[src/rtl/imem_loader.sv]
// Boot-time instruction-memory loader: packs a big-endian byte stream into
// 32-bit words, writes them to consecutive addresses, then verifies an XOR checksum.
module imem_loader #(
  parameter int ADDR_WIDTH = 8,
  parameter int BASE_ADDR  = 0
) (
  input  logic                  clk,
  input  logic                  rst,
  input  logic                  start,
  input  logic [ADDR_WIDTH:0]   word_count,
  input  logic [7:0]            byte_in,
  input  logic                  byte_valid,
  output logic                  byte_ready,
  output logic                  imem_we,
  output logic [ADDR_WIDTH-1:0] imem_addr,
  output logic [31:0]           imem_wdata,
  output logic                  busy,
  output logic                  done,
  output logic                  err
);

  localparam logic [2:0] S_IDLE  = 3'd0;
  localparam logic [2:0] S_RECV  = 3'd1;
  localparam logic [2:0] S_WRITE = 3'd2;
  localparam logic [2:0] S_CHECK = 3'd3;
  localparam logic [2:0] S_DONE  = 3'd4;

  localparam logic [ADDR_WIDTH-1:0] BASE     = BASE_ADDR[ADDR_WIDTH-1:0];
  localparam logic [ADDR_WIDTH-1:0] ADDR_ONE = ADDR_WIDTH'(1);
  localparam logic [ADDR_WIDTH:0]   CNT_ONE  = (ADDR_WIDTH+1)'(1);

  logic [2:0]            state_q, state_d;
  logic [ADDR_WIDTH-1:0] addr_q, addr_d;
  logic [ADDR_WIDTH:0]   cnt_q, cnt_d;
  logic [1:0]            idx_q, idx_d;
  logic [31:0]           shift_q, shift_d;
  logic [7:0]            chk_q, chk_d;
  logic                  err_q, err_d;
  logic                  xfer;

  // Handshake outputs depend only on state so byte_valid never loops back into byte_ready.
  assign byte_ready = (state_q == S_RECV) || (state_q == S_CHECK);
  assign imem_we    = (state_q == S_WRITE);
  assign busy       = (state_q != S_IDLE);
  assign done       = (state_q == S_DONE);
  assign imem_addr  = addr_q;
  assign imem_wdata = shift_q;
  assign err        = err_q;
  assign xfer       = byte_valid && byte_ready;

  always_comb begin
    state_d = state_q;
    addr_d  = addr_q;
    cnt_d   = cnt_q;
    idx_d   = idx_q;
    shift_d = shift_q;
    chk_d   = chk_q;
    err_d   = err_q;
    case (state_q)
      S_IDLE: begin
        if (start) begin
          err_d = 1'b0;
          if (word_count != '0) begin
            cnt_d   = word_count;
            addr_d  = BASE;
            idx_d   = 2'd0;
            chk_d   = 8'd0;
            state_d = S_RECV;
          end else begin
            state_d = S_DONE;
          end
        end
      end
      S_RECV: begin
        if (xfer) begin
          shift_d = {shift_q[23:0], byte_in};
          chk_d   = chk_q ^ byte_in;
          idx_d   = idx_q + 2'd1;
          if (idx_q == 2'd3) state_d = S_WRITE;
        end
      end
      S_WRITE: begin
        // Address wraps naturally at 2^ADDR_WIDTH.
        addr_d  = addr_q + ADDR_ONE;
        cnt_d   = cnt_q - CNT_ONE;
        state_d = (cnt_q == CNT_ONE) ? S_CHECK : S_RECV;
      end
      S_CHECK: begin
        if (xfer) begin
          err_d   = (byte_in != chk_q);
          state_d = S_DONE;
        end
      end
      S_DONE:  state_d = S_IDLE;
      default: state_d = S_IDLE;
    endcase
  end

  always_ff @(posedge clk or posedge rst) begin
    if (rst) begin
      state_q <= S_IDLE;
      addr_q  <= '0;
      cnt_q   <= '0;
      idx_q   <= 2'd0;
      shift_q <= 32'd0;
      chk_q   <= 8'd0;
      err_q   <= 1'b0;
    end else begin
      state_q <= state_d;
      addr_q  <= addr_d;
      cnt_q   <= cnt_d;
      idx_q   <= idx_d;
      shift_q <= shift_d;
      chk_q   <= chk_d;
      err_q   <= err_d;
    end
  end

endmodule

[config.mk]
export PLATFORM = sky130hd
export DESIGN_NAME = imem_loader
export DESIGN_NICKNAME = d
export VERILOG_FILES = /design/src/rtl/imem_loader.sv
export SDC_FILE = /design/constraint.sdc
export NUM_CORES = 1
export LEC_CHECK = 0
export ABC_AREA = 1
export BUFFER_PORTS_ARGS = -buffer_cell sky130_fd_sc_hd__buf_2
export CAP_MARGIN = 20
export CORE_UTILIZATION = 31
export CTS_BUF_LIST = sky130_fd_sc_hd__clkbuf_16
export CTS_CLUSTER_SIZE = 25
export DETAILED_ROUTE_END_ITERATION = 16
export PLACE_DENSITY = 0.57
export SLEW_MARGIN = 20
export SYNTH_ARGS = -nofsm -noshare
export SYNTH_HDL_FRONTEND = slang
export SYNTH_SLANG_ARGS = --single-unit
[constraint.sdc]
create_clock -name clk -period 4.96 [get_ports clk]
set_clock_uncertainty 0.1 [all_clocks]
set_input_delay 0.992 -clock clk [delete_from_list [all_inputs] [get_ports clk]]
set_output_delay 0.992 -clock clk [all_outputs]
set_load 0.05 [all_outputs]
Word-level counts from Yosys, hierarchy flattened --
Cells that the tools add are included.
Storage, ports and cells: memories kept 0, memory bits (writable) 0, input port bits 21, bits in latches 0, output and inout bits 45, word-level logic and storage cells 58, bits in registers 63, bits in read-only memories 0
Operators by class: bitwise gates (word level) 1, $add $sub $neg 3, mux-type cells 22, equal/unequal tests 12, reductions and logical operators 13, $mul 0, divide/modulo/power cells 0, shift operators 0, magnitude comparators 0
Operators with widths (number):
- 8-bit case mux with 2 select lines | 2
- 8-bit two-way mux | 3
- 9-bit two-way mux | 2
- 9-bit case mux with 2 select lines | 1
- 3-bit two-way mux | 5
- 3-bit case mux with 4 select lines | 1
- 9-bit by 1-bit equality test with 1-bit output, second input constant | 1
- 9-bit nonzero test | 1
- 9-bit by 1-bit subtractor with 9-bit output, second input constant | 1
- 8-bit by 1-bit adder with 8-bit output, second input constant | 1
- 2-bit two-way mux | 4
- 2-bit != test, second input constant | 4
- 8-bit != test | 1
- 4-bit AND reduction | 2
- 8-bit XOR | 1
- 3-bit by 2-bit equality test with 1-bit output, second input constant | 2
- 3-bit AND reduction | 2
- 2-bit nonzero test | 3
- 2-bit case mux with 2 select lines | 1
- 3-bit by 1-bit equality test with 1-bit output, second input constant | 1
- 3-bit equality test, second input constant | 1
- 3-bit zero test | 1
- 3-bit nonzero test | 1
- 2-bit by 1-bit adder with 2-bit output, second input constant | 1
- 7 further kinds | 8

Logic depth before layout (Yosys ltp) --
Gate-level depths: netlist (run 1).
depth in word-level cells 5, mapped depth 10, depth with buffers taken out 10

Worst setup path before layout (run 1) --
OpenSTA, ideal clock, no wires.
path kind register -> output, from reg state_q[1], to out done, buffers on the path 0, slack 2295 ps, data required time 3868 ps, stages on the path, launching flop included 2, data arrival time 1573 ps, cells stage by stage dfrtp_1 > nor3_1
On the way: longest elaborated chain between the ends 1
Ends and longest elaborated chain:
- from (decl) | line 32 | logic [2:0] state_q, state_d;
- from (signal assigned) | line 109 | state_q <= state_d;
- 3-bit equality test | line 45 | assign done = (state_q == S_DONE);
- to (decl) | line 18 | output logic done,
Every way passes these cells.

Final worst setup path (run 1) --
from reg state_q[2], to out imem_we
On the way: longest elaborated chain between the ends 1
Ends and longest elaborated chain:
- 3-bit by 2-bit equality test with 1-bit output | line 43 | assign imem_we = (state_q == S_WRITE);
- to (decl) | line 14 | output logic imem_we,
Every way passes these cells.

==> flow_metrics.tcl, run 1 <==
set metrics [dict create \
    outcome "finished clean" \
    synthCells 391 \
    wl_per_cell_um 11.4 \
    synth_edf_count 0 \
    hold_depth 2 \
    cts_resized 0 \
    cts_sinks 63 \
    drt-initial-drc-count 73 \
    critPathLaunchType "flop" \
    setup_viol 0 \
    period_share_pct 61.2 \
    grt_pass1_wl_um 11400 \
    htree_levels 3 \
    cap_violations 0 \
    hp-start "idx_q[1]$_DFFE_PP0P_" \
    ff2ff_path_depth 6 \
    place_ws_ns 2.25 \
    period_needed_ns 3.03 \
    post_cts.repair.setup_buffers 0 \
    max_freq_mhz 330 \
    layout-drive-gt1-share_pct 21.1 \
    p_per_area_nw_per_um2 713 \
    area_growth_pct 23.5 \
    core_um2 9770 \
    dr_total_vias 2634 \
    reg2reg_slack_ns 2.93 \
    syn_avg_cell_area_um2 8.01 \
    nFillCells 1058 \
    swShare_pct 48.6 \
    grt_max_degree 37 \
    dieArea_um2 10500 \
    die_w_um 102 \
    clk_pin_slew_ns 0.05 \
    yosysWarnings 0 \
    synth_seq_cells 63 \
    crit_arrival_ns 1.94 \
    p_int_uw 1420 \
    rows 36 \
    fp.dieH_um 102 \
    dr.pass1.iters 4 \
    ys.flop_type "dfrtp_1" \
    switching_power_uw 1340 \
    crit_required_ns 3.87 \
    overflow 0 \
    slew_headroom_pct 53.9 \
    antenna_cells 0 \
    drc_errors 0 \
    clkPwrFrac_pct 21.9 \
    ios 66 \
    cts_hold_buf 0 \
    crit_path_end_kind "primary output" \
    syn_area_um2 3130 \
    combinationalPowerShare_pct 46.9 \
    setup_slack_ns 1.93 \
    min_to "idx_q[1]$_DFFE_PP0P_" \
    worst_slew_pin_slew_ns 0.691 \
    cts_tree "built" \
    hold_viol_final 0 \
    drt-total-wl_um 6830 \
    antenna_found_initial 0 \
    rsz0062_at_grt "no" \
    dp_hpwl_um 4800 \
    synth_nets 416 \
    vias_per_cell 4.41 \
    mostFrequentLayoutCells "nand2_1 (178), buf_2 (65), dfrtp_1 (63), inv_1 (26), nor2_1 (23)" \
    hp-class "flop to flop" \
    yosys.cell_types.count 29 \
    grt_usage_pct 14.1 \
    drv_slew 0 \
    yosysSeqAreaShare_pct 50.4 \
    gp_congestion 0.852 \
    layout_commonest_cell "nand2_1" \
    utilization_pct 39.5 \
    cts_made_buffers 9 \
    p_leak_uw 0.00209 \
    clk_path_buf_depth 2 \
    root_buffer "clkbuf_16" \
    nNetsFinal 484 \
    async_flop_share_pct 100 \
    grt_pass1_vias 2458 \
    reg2reg_to "idx_q[0]$_DFFE_PP0P_" \
    clock_latency_ns 0.32 \
    port-buffer-count 65 \
    crit_fanout 17 \
    critical_path_class "flop to primary output" \
    vdd_drop_max_mv 0.246 \
    worstReg2RegStart "state_q[2]$_DFFE_PP0P_" \
    p_seq_share_pct 31.1 \
    start_util_pct 32.0 \
    setup_tns_ns 0 \
    ant_nets 0 \
]
[flip-flops by register name, summed over array words and instances, names as in the netlist]
signal / cells
chk_q: 8
imem_addr: 8
state_q: 3
imem_wdata: 32
idx_q: 2
err: 1
cnt_q: 9
[area by class of cell]
cell class                 count  area (µm²)  share of cell area, %
clock buffer                   9         225                   5.83
clock inverter                 7        63.8                   1.65
inverter                      30         113                   2.91
multi-input combinational    289        1390                   35.9
sequential                    63        1580                   40.8
tap                          133         166                   4.31
timing repair buffer          66         333                   8.61
[power by group through the flow]
stage               Sequential [µW]  Combinational [µW]  Clock, µW
floorplan                      1230                 653          0
global placement                859                1290          0
detailed placement              864                1310          0
CTS                             858                1310        624
global route                    883                1440        648
finish                          858                1290        604
[layer usage]
metal	GRT usage [%]	share of wire (%)	wire [µm]
met1	17.9	48	3300
met2	22.8	46	3120
met3	4.00	4.9	336
met4	5.05	1.1	76
met5	0	0	0
[worst max-delay path: stages (launching register included)]
cell     delay, ns
dfrtp_1       0.47
nor2_4        0.19
nand2_2       0.23
inv_1         0.38
buf_2         0.34
[metrics by stage]
| step | std cells | hold slack (ns) | total power [µW] | area (µm²) |
|---|---|---|---|---|
| floorplan | 391 | 0.346 | 1890 | 3130 |
| CTS | 597 | 0.379 | 2790 | 3860 |
| global placement | 581 | 0.356 | 2150 | 3580 |
| finish | 597 | 0.374 | 2750 | 3860 |
| global route | 597 | 0.393 | 2970 | 3860 |
| detailed placement | 581 | 0.366 | 2170 | 3580 |
[cell usage after synthesis, types with 2 or more instances]
cell type  number  area, µm²
xnor2_1         8       70.1
buf_2           7       35.0
nand2_2         2       12.5
nand2_4         2       22.5
nor2_1         23       86.3
nand3b_1        2       15.0
inv_2           4       15.0
nand4_1         4       25.0
ha_1            4       50.1
o21ai_0        18       90.1
dfrtp_1        63       1580
o21ai_1        10       50.1
nand3_1        13       65.1
or2_0           4       25.0
inv_1          26       97.6
nand3_4         3       52.6
nand2_1       178        668
xor2_1          3       26.3
nor3_1          4       20.0
nor2_4          4       45.0
[cells by family (layout without fill, tap and decap cells)]
family / count (synthesis) / after routing / synth area share [%]
AOI/OAI and AO/OA: 32 / 32 / 5.36
xor gates and xnor gates: 11 / 11 / 3.08
adders and majority gates: 4 / 4 / 1.60
buffers and inverters: 39 / 112 / 5.32
DFF: 63 / 63 / 50.4
and+or+nand+nor: 242 / 242 / 34.3
[worst max path at each step]
stage | startpoint | end
2_1_floorplan | rst | chk_q[0]$_DFFE_PP0P_
3_3_place_gp | state_q[2]$_DFFE_PP0P_ | imem_we
3_5_place_dp | state_q[2]$_DFFE_PP0P_ | imem_we
4_1_cts | state_q[2]$_DFFE_PP0P_ | imem_we
5_1_grt | state_q[2]$_DFFE_PP0P_ | imem_we
6_report | state_q[2]$_DFFE_PP0P_ | imem_we
No activity file was read; power rests on OpenSTA's default activity.
==> run 2: changes to the inputs <==
- PLACE_DENSITY: 0.57 -> 0.59
- clock period: 4.96 -> 2.5 ns (I/O delays scaled with it)
==> run 2 against run 1 <==
Via count fell by 1.4%. Non-clock buffer count rose by 4. First-iteration DRC count fell by 5.5%. Critical path depth did not move. Power rose by 100%. Cell area rose by 1.6%. Count of clock-buffer cells in the layout did not move. Sequential power rose by 98%. Flip-flop and latch count did not move. Register-to-register slack got worse by 2.1 ns. Clock power rose by 120%. Utilization rose by 0.64 points. Largest power group unchanged.
==> flow_metrics.tcl, run 2 (synthesized netlist as in run 1, its figures left out) <==
set metrics [dict create \
    outcome "finished clean" \
    slew_headroom_pct 61.6 \
    cp_top_family "flip-flops" \
    p_per_area_nw_per_um2 1430 \
    clk_pin_slew_ns 0.06 \
    crit_arrival_ns 1.45 \
    slowest_stage "dfrtp_1" \
    root_buffer "clkbuf_16" \
    crit_fanout 5 \
    dr_total_vias 2598 \
    grt_usage_pct 13.8 \
    hold_viol_final 0 \
    cts_sinks 63 \
    largest_reg_flops 32 \
    clock_latency_ns 0.32 \
    setup_tns_ns 0 \
    clk_path_buf_depth 2 \
    use_met2_pct 22.2 \
    dieArea_um2 10500 \
    max_freq_mhz 489 \
    vias_per_cell 4.32 \
    worstReg2RegStart "state_q[1]$_DFFE_PP0P_" \
    gp_congestion 0.880 \
    worst_slew_pin_slew_ns 0.575 \
    core_um2 9770 \
    area_growth_pct 25.5 \
    totalPowerFinal_uw 5600 \
    cts_hold_buf 0 \
    cap_violations 0 \
    grt_max_degree 37 \
    critPathLaunchType "flop" \
    ant_nets 0 \
    die_w_um 102 \
    antenna_cells 0 \
    grt_busiest_layer "met2" \
    dr.pass1.iters 4 \
    antenna_found_initial 0 \
    cp_cell_sequence "nor2_4 > nand2_2 > inv_1 > buf_2" \
    drv_slew 0 \
    dp_hpwl_um 4810 \
    layout_commonest_cell "nand2_1" \
    port-buffer-count 65 \
    cts_made_buffers 9 \
    nNetsFinal 488 \
    nFillCells 1048 \
    p_leak_uw 0.00212 \
    finalInstanceArea_um2 3930 \
    grt_pass1_wl_um 11300 \
    fp.dieH_um 102 \
    layout-drive-gt1-share_pct 22.0 \
    wl_per_cell_um 11.2 \
    crit_path_end_kind "primary output" \
    drt-total-wl_um 6710 \
    ios 66 \
    htree_levels 3 \
    vdd_drop_max_mv 0.560 \
    rows 36 \
    post_cts.repair.setup_buffers 0 \
    reg2reg_slack_ns 0.80 \
    grt_use_met3_pct 3.46 \
    crit_required_ns 1.90 \
    utilization_pct 40.2 \
    cts_resized 0 \
    holdWs_ns 0.160 \
    mostFrequentLayoutCells "nand2_1 (178), buf_2 (65), dfrtp_1 (63), inv_1 (25), nor2_1 (23)" \
    start_util_pct 32.0 \
    path_buf_inv 2 \
    grt_pass1_vias 2391 \
    reg2reg_to "chk_q[1]$_DFFE_PP0P_" \
    drt-initial-drc-count 69 \
    critical_path_class "flop to primary output" \
    ff2ff_path_depth 6 \
    period_share_pct 81.8 \
    period_needed_ns 2.05 \
    rsz0062_at_grt "no" \
    hp-class "input pin to asynchronous set/reset pin" \
    overflow 0 \
    setup_viol 0 \
    placed_area_um2 3610 \
    cts_tree "built" \
    slowest_delay_ns 0.47 \
    grtUsageMet1_pct 18.1 \
    drc_errors 0 \
]
run 2: cell count changes in the layout (fill, tap and decap cells not counted):
| cell | delta |
|---|---|
| clkinv_2 | -2 |
| clkinv_4 | +1 |
| buf_4 | +4 |
| bufinv_16 | +1 |
| inv_1 | -1 |
| clkinvlp_4 | +1 |
run 2: area by class of cell:
| class | count | area (µm²) | share of cell area, % |
|---|---|---|---|
| flip-flops and latches | 63 | 1580 | 40.1 |
| multi-input cells | 289 | 1390 | 35.3 |
| repair buffers | 70 | 363 | 9.24 |
| clock buffers | 9 | 225 | 5.73 |
| well taps | 133 | 166 | 4.24 |
| inverters | 30 | 113 | 2.87 |
| clock inverters | 7 | 96.3 | 2.45 |
run 2: layer usage:
layer  vias to the layer above  routed length (µm)
met2                        65                3040
met3                         4                 321
met4                         0                  22
met5                         -                   0
met1                      1170                3320
li1                       1359                   -
run 2: how the worst max path moves through the flow:
stage,start,end,cells past startpoint
2_1_floorplan,rst,chk_q[0]$_DFFE_PP0P_,1
3_3_place_gp,word_count[7],state_q[0]$_DFFE_PP0P_,6
3_5_place_dp,word_count[7],state_q[0]$_DFFE_PP0P_,6
4_1_cts,state_q[2]$_DFFE_PP0P_,imem_we,4
5_1_grt,state_q[2]$_DFFE_PP0P_,imem_we,4
6_report,state_q[2]$_DFFE_PP0P_,imem_we,4
run 2: metrics by stage:
stage                     setup slack, ns  cells
final                               0.454    601
after global routing                0.347    601
after CTS                           0.425    601
after detailed placement            0.668    585
after global placement              0.693    585
after floorplan                     0.327    391
run 2: worst register-to-register path: stages, from the launching register on:
cell and delay, ns:
dfrtp_1 0.53, inv_2 0.09, nand2_4 0.15, nor2_8 0.04, inv_2 0.43, or2_0 0.19
nand2_1 0.06
run 2: where the power goes:
group          internal (µW)  switching (µW)  total [µW]
Combinational            664            1910        2580
Clock                    873             456        1330
Sequential              1400             297        1700
Total                   2940            2670        5600
